===== config.mk =====
export PLATFORM = sky130hd
export DESIGN_NAME = fifo_wr_arbiter
export DESIGN_NICKNAME = d
export VERILOG_FILES = /design/src/rtl/fifo_wr_arbiter.sv
export SDC_FILE = /design/constraint.sdc
export NUM_CORES = 1
export LEC_CHECK = 0
export ABC_CLOCK_PERIOD_IN_PS = 1900
export CORE_MARGIN = 2
export CORE_UTILIZATION = 38
export DETAILED_ROUTE_END_ITERATION = 10
export MAX_ROUTING_LAYER = met4
export PLACE_DENSITY = 0.82
export REMOVE_ABC_BUFFERS = 1
export SETUP_SLACK_MARGIN = 0.15
export SYNTH_ARGS = -nofsm -noshare
export SYNTH_HDL_FRONTEND = slang
export SYNTH_SLANG_ARGS = --single-unit

===== constraint.sdc =====
create_clock -name clk -period 1.9 [get_ports clk]
set_input_delay 0.38 -clock clk [delete_from_list [all_inputs] [get_ports clk]]
set_output_delay 0.38 -clock clk [all_outputs]
set_load 0.02 [all_outputs]

===== src/rtl/fifo_wr_arbiter.sv =====
// Round-robin arbiter sharing one FIFO write port among N_REQ requesters.
// Each grant lasts up to MAX_BURST beats and is followed by one idle cycle.
module fifo_wr_arbiter #(
    parameter int N_REQ     = 4,
    parameter int WIDTH     = 8,
    parameter int MAX_BURST = 4
) (
    input  logic                   clk,
    input  logic                   rst_n,
    input  logic [N_REQ-1:0]       req,
    input  logic [N_REQ*WIDTH-1:0] req_data,
    input  logic                   fifo_full,
    output logic [N_REQ-1:0]       req_ready,
    output logic [N_REQ-1:0]       grant,
    output logic                   fifo_w_en,
    output logic [WIDTH-1:0]       fifo_data,
    output logic                   busy
);

    localparam int IDX_W = (N_REQ > 1) ? $clog2(N_REQ) : 1;
    localparam int CNT_W = $clog2(MAX_BURST) + 1;
    localparam logic [CNT_W-1:0] LAST_BEAT = CNT_W'(MAX_BURST - 1);
    localparam logic [IDX_W-1:0] LAST_IDX  = IDX_W'(N_REQ - 1);

    typedef enum logic {IDLE, GRANT} state_t;

    state_t           state_reg, state_next;
    logic [N_REQ-1:0] grant_reg, grant_next;
    logic [IDX_W-1:0] owner_reg, owner_next;
    logic [IDX_W-1:0] last_grant_reg, last_grant_next;
    logic [CNT_W-1:0] burst_cnt_reg, burst_cnt_next;

    logic [WIDTH-1:0] slice [N_REQ];
    logic             sel_found;
    logic [IDX_W-1:0] sel_idx;
    logic [IDX_W-1:0] scan_idx;
    int               scan_pos;

    generate
        for (genvar gi = 0; gi < N_REQ; gi++) begin : g_slice
            assign slice[gi] = req_data[gi*WIDTH +: WIDTH];
        end
    endgenerate

    // Scan from the farthest position back to the nearest so the requester
    // closest after last_grant is the one left selected.
    always_comb begin
        sel_found = 1'b0;
        sel_idx   = '0;
        scan_pos  = 0;
        scan_idx  = '0;
        for (int k = N_REQ; k >= 1; k--) begin
            scan_pos = (int'(last_grant_reg) + k) % N_REQ;
            scan_idx = IDX_W'(scan_pos);
            if (req[scan_idx]) begin
                sel_found = 1'b1;
                sel_idx   = scan_idx;
            end
        end
    end

    always_comb begin
        state_next      = state_reg;
        grant_next      = grant_reg;
        owner_next      = owner_reg;
        last_grant_next = last_grant_reg;
        burst_cnt_next  = burst_cnt_reg;
        req_ready       = '0;
        fifo_w_en       = 1'b0;
        fifo_data       = '0;
        case (state_reg)
            IDLE: begin
                if (sel_found) begin
                    state_next     = GRANT;
                    owner_next     = sel_idx;
                    grant_next     = {{(N_REQ-1){1'b0}}, 1'b1} << sel_idx;
                    burst_cnt_next = '0;
                end
            end
            GRANT: begin
                // Outputs are gated by rst_n so a reset edge never carries a write.
                req_ready[owner_reg] = rst_n && !fifo_full;
                fifo_w_en            = rst_n && req[owner_reg] && !fifo_full;
                fifo_data            = rst_n ? slice[owner_reg] : '0;
                if (!req[owner_reg] || (fifo_w_en && burst_cnt_reg == LAST_BEAT)) begin
                    state_next      = IDLE;
                    grant_next      = '0;
                    last_grant_next = owner_reg;
                    burst_cnt_next  = '0;
                end else if (fifo_w_en) begin
                    burst_cnt_next = burst_cnt_reg + 1'b1;
                end
            end
            default: state_next = IDLE;
        endcase
    end

    always_ff @(posedge clk) begin
        if (!rst_n) begin
            state_reg      <= IDLE;
            grant_reg      <= '0;
            owner_reg      <= '0;
            last_grant_reg <= LAST_IDX;
            burst_cnt_reg  <= '0;
        end else begin
            state_reg      <= state_next;
            grant_reg      <= grant_next;
            owner_reg      <= owner_next;
            last_grant_reg <= last_grant_next;
            burst_cnt_reg  <= burst_cnt_next;
        end
    end

    assign grant = grant_reg;
    assign busy  = (state_reg == GRANT);

endmodule


# Yosys cells after proc, flatten, opt, wreduce, memory -nomap -nowiden
# Cells that the tools add are included.
# classes
addsub	5
n_lt_le_gt_ge	7
eq_ne	4
n_shift	1
mux	37
bitwise_logic	3
n_reduce_logical	12
# ops
op	n
$mux W8	4
$bmux W8 S2	1
$lt A2 B3 Y1 const B	5
$mux W1	13
$mux W4	3
$bmux W1 S2	5
$mux W3	3
$mux W2	4
$pmux W4 S2	1
$reduce_and A2 Y1	4
$pmux W3 S2	1
$logic_and A1 B1 Y1	5
$add A2 B1 Y2 const B	2
$add A2 B2 Y2 const B	2
$and A4 B4 Y4	1
$shl A1 B2 Y4 const A	1
$add A3 B1 Y3 const B	1
$eq A3 B2 Y1 const B	1
$ge A3 B3 Y1 const B	1
$ne A3 B1 Y1 const B	1
$not A2 Y3	1
$demux W1 S2	1
$ge A2 B1 Y1 const B	1
$logic_not A1 Y1	2
other kinds (5)	5
# word_totals
reg_bits	12
inputBits	39
out_inout_bits	18
word_cells	74

# Depth between registers and ports, before layout
# logic_depth
ltp_word	10
mapped_depth	6
mapped_depth_nobuf	6

# Worst setup path before layout
# OpenSTA, ideal clock, no wires.
# synth_timing
path_kind	reg-to-output
start	register state_reg (netlist: busy)
end	output port req_ready[1]
t_arrival_ns	1.738
t_required_ns	1.520
slack_ns	-0.218
stages_incl_launch_ff	5
cell_sequence	dfxtp_1 buf_2 nand2_1 clkbuf_1 nor4b_1
# synth_between
elab_chain_len	1
# synth_lines
item	line_no	text
start: declaration	27	state_t state_reg, state_next;
start signal: assignment	106	state_reg <= state_next;
$mux W4	71	case (state_reg)
end: declaration	13	output logic [N_REQ-1:0] req_ready,
# No other way between the ends.

# Worst setup path in the final report
# layout_timing
start	input port req[2]
end	output port fifo_w_en
# layout_between
elab_chain_len	5
# layout_lines
item	line_no	text
start: declaration	10	input logic [N_REQ-1:0] req,
$bmux W1 S2	83	fifo_w_en = rst_n && req[owner_reg] && !fifo_full;
$mux W1 (not written as such)	83	
$logic_and A1 B1 Y1 (2 in a row)	83	
$mux W1	71	
end: declaration	15	output logic fifo_w_en,
# No other way between the ends. The select of a mux whose other input is x is not followed.

==> impl_metrics.py <==
metrics = {
    "global_routing": {
        "grt_usage": 0.261,
        "met1_usage": 0.305,
        "overflow": 0,
        "grt_max_degree": 15,
        "grt.busiest_layer": "met2",
        "grt_pass1_vias": 1206,
        "met3_usage": 0.0512,
        "grt.met2_usage": 0.466,
        "grt_first_pass_wirelength_mm": 6.24,
        "antenna_found_initial": 0,
    },
    "floorplanning": {
        "chipHeight_um": 56.1,
        "die_x_um": 56.1,
        "dieArea_um2": 3150,
        "rows": 18,
        "io_pins": 57,
        "core_area_um2": 2520,
        "initial_core_util": 0.409,
    },
    "outcome": {
        "outcome": "finished with violations",
        "failed_checks": "setup timing",
    },
    "timing": {
        "fin_tns_setup_ns": -0.679,
        "post-route-period-util": 1.08,
        "drv_slew": 0,
        "holdWs_ns": 0.461,
        "setup_slack_ns": -0.150,
        "rsz0062_at_grt": "yes",
        "post-route-min-period_ns": 2.05,
        "tightest_slew_ns": 0.318,
        "relSlewSlack": 0.786,
        "fin_skew_ns": 0.00647,
        "final_hold_viol_count": 0,
        "fmax_mhz": 488,
        "setup_viol": 9,
    },
    "synthesis": {
        "synth-adder-area-share": 0.0243,
        "ys.flop_type": "dfxtp_1",
        "synthCells": 109,
        "yosys.area_share.simple": 0.248,
        "syn_area_um2": 1030,
        "yosysWarnings": 0,
        "ys_seq_elements": 12,
        "synth.avg_cell_area_um2": 9.46,
        "synth_top_family_by_area": "multiplexers",
        "synthArstFlopShare": 0,
        "yosysMostFrequentCell": "dfxtp_1",
        "synth_common_cells": "12 x dfxtp_1, 11 x nand2_1, 9 x nor2b_1, 7 x mux4_1",
        "synth-edff-count": 0,
        "ys_types": 39,
        "synth_xor_area_frac": 0,
        "synth_compound_area_frac": 0.171,
        "yosysTopAreaCell": "dfxtp_1",
        "synth_top_area_share": 0.233,
        "synthTopCellsByArea": "dfxtp_1 23%, mux4_1 18%, mux2i_1 5.8%",
        "muxShareOfSynthArea": 0.280,
        "ys_seq_area_frac": 0.233,
    },
    "place": {
        "gp_congestion": 0.854,
        "port_buffers": 56,
        "dpl.hpwl_mm": 2.80,
        "place_ws_ns": -0.537,
    },
    "worst_hold_path": {
        "whs_path_depth": 2,
        "hp-class": "reg2reg",
        "holdPathEnd": "burst_cnt_reg[2]$_SDFFE_PN0P_",
        "hold_start": "burst_cnt_reg[2]$_SDFFE_PN0P_",
    },
    "routing": {
        "drt_iter0_drc": 51,
        "wirelength_mm": 3.94,
        "vias": 1198,
        "drc": 0,
        "routed_via_density": 5.57,
        "wl_per_cell_um": 18.3,
        "drtAntennaViolNets": 0,
        "first_pass_iters": 4,
    },
    "cts": {
        "clk_pin_slew_ns": 0.08,
        "cts_tree": "yes",
        "cts.path.max_buffers": 2,
        "cts_hold_buf": 0,
        "clock_latency_ns": 0.28,
        "cts_root_buf": "clkbuf_4",
        "numCtsBuffers": 3,
        "clock-sinks": 12,
        "htree_levels": 1,
    },
    "flow_run": {
        "maxCapViolCount": 0,
    },
    "layout": {
        "fill_cells": 185,
        "layout-drive-gt1-share": 0.368,
        "finalNetCount": 227,
        "largest_reg_flops": 4,
        "syn_to_final_growth_pct": 83.0,
        "final_util": 0.748,
        "diodes": 0,
    },
    "setup_path": {
        "r2r_end": "last_grant_reg[0]$_SDFFE_PN1P_",
        "crit_path_start_kind": "input pin",
        "rr_worst_depth": 6,
        "arrival_ns": 1.67,
        "worstSetupPathType": "in2out",
        "r2r_slack_ns": 0.24,
        "r2r_start": "owner_reg[0]$_SDFFE_PN0P_",
        "worst_setup_path_end_kind": "primary output",
        "cp_data_required_time_ns": 1.52,
        "cp_max_fo": 2,
    },
    "power": {
        "ir_drop_v": 0.000627,
        "p_per_area_nw_per_um2": 530,
        "power_w": 0.000999,
        "power_leakage_nw": 0.763,
    },
}
[where the power goes]
group	internal (W)	leakage [nW]	switching (W)
Clock	0.000117	0.0210	0.0000895
Sequential	0.000274	0.0998	0.0000273
Combinational	0.000290	0.642	0.000202
Total	0.000681	0.763	0.000318
[layout make-up]
| class | count | area, um2 | area share |
|---|---|---|---|
| inverter | 2 | 7.51 | 0.00398 |
| clock buffer | 4 | 36.3 | 0.0192 |
| multi-input combinational | 88 | 801 | 0.424 |
| sequential | 12 | 246 | 0.131 |
| tap | 30 | 37.5 | 0.0199 |
| timing repair buffer | 79 | 758 | 0.402 |
[timing repair]
| item | in CTS | in global routing |
|---|---|---|
| buffers inserted | 2 | 1 |
| setup endpoints to repair | 18 | 18 |
| gates cloned | 1 | 0 |
| pin swaps | 3 | 0 |
| gates resized for setup | 83 | 21 |
[kinds of logic after synthesis]
logic type               after synthesis
buffers and inverters                  9
adder cells (fa/ha/maj)                2
flip-flops                            12
AND/OR/NAND/NOR                       46
AO/OA/AOI/OAI                         25
multiplexers                          15
[cells in the final DEF, fill, tap and decap left out, drive strengths merged, types with 2 or more instances in the layout]
cell / synthesis / routed
mux4: 9 / 9
dlygate4sd2: 0 / 3
nor4b: 2 / 2
a21o: 2 / 2
o21ai: 5 / 5
nor4: 2 / 2
nor2b: 9 / 9
mux2i: 6 / 6
ha: 2 / 2
a21oi: 4 / 4
clkbuf: 2 / 4
dfxtp: 12 / 12
o22ai: 6 / 6
nand2b: 6 / 6
nor2: 6 / 6
buf: 5 / 36
nand3b: 2 / 2
inv: 2 / 2
nand2: 11 / 11
nand3: 2 / 2
clkdlybuf4s50: 0 / 39
[critical path: stages]
cell and delay [ns]:
clkdlybuf4s50_1 0.43, mux4_2 0.52, nor3b_2 0.18, buf_4 0.16
[worst max path at each step]
stage,from,end,slack (ns),cells past startpoint
2_1_floorplan,busy$_SDFF_PN0_,req_ready[1],-0.18,2
3_3_place_gp,rst_n,req_ready[3],-0.51,4
3_5_place_dp,rst_n,req_ready[3],-0.54,4
4_1_cts,owner_reg[0]$_SDFFE_PN0P_,fifo_w_en,-0.15,4
5_1_grt,owner_reg[0]$_SDFFE_PN0P_,fifo_w_en,-0.20,4
6_report,req[2],fifo_w_en,-0.15,4
[routing by layer]
| layer | vias up | part of all wire |
|---|---|---|
| met4 | 0 | 0.010 |
| met1 | 581 | 0.41 |
| met3 | 6 | 0.039 |
| li1 | 569 | - |
| met5 | - | 0 |
| met2 | 42 | 0.54 |
[per-stage QoR]
step / cells / area [um2]
after global routing: 215 / 1890
after global placement: 207 / 1760
after detailed placement: 207 / 1760
after floorplan: 102 / 993
after CTS: 214 / 1790
final: 215 / 1890
Note: power is estimated with default switching activity, not from simulation.
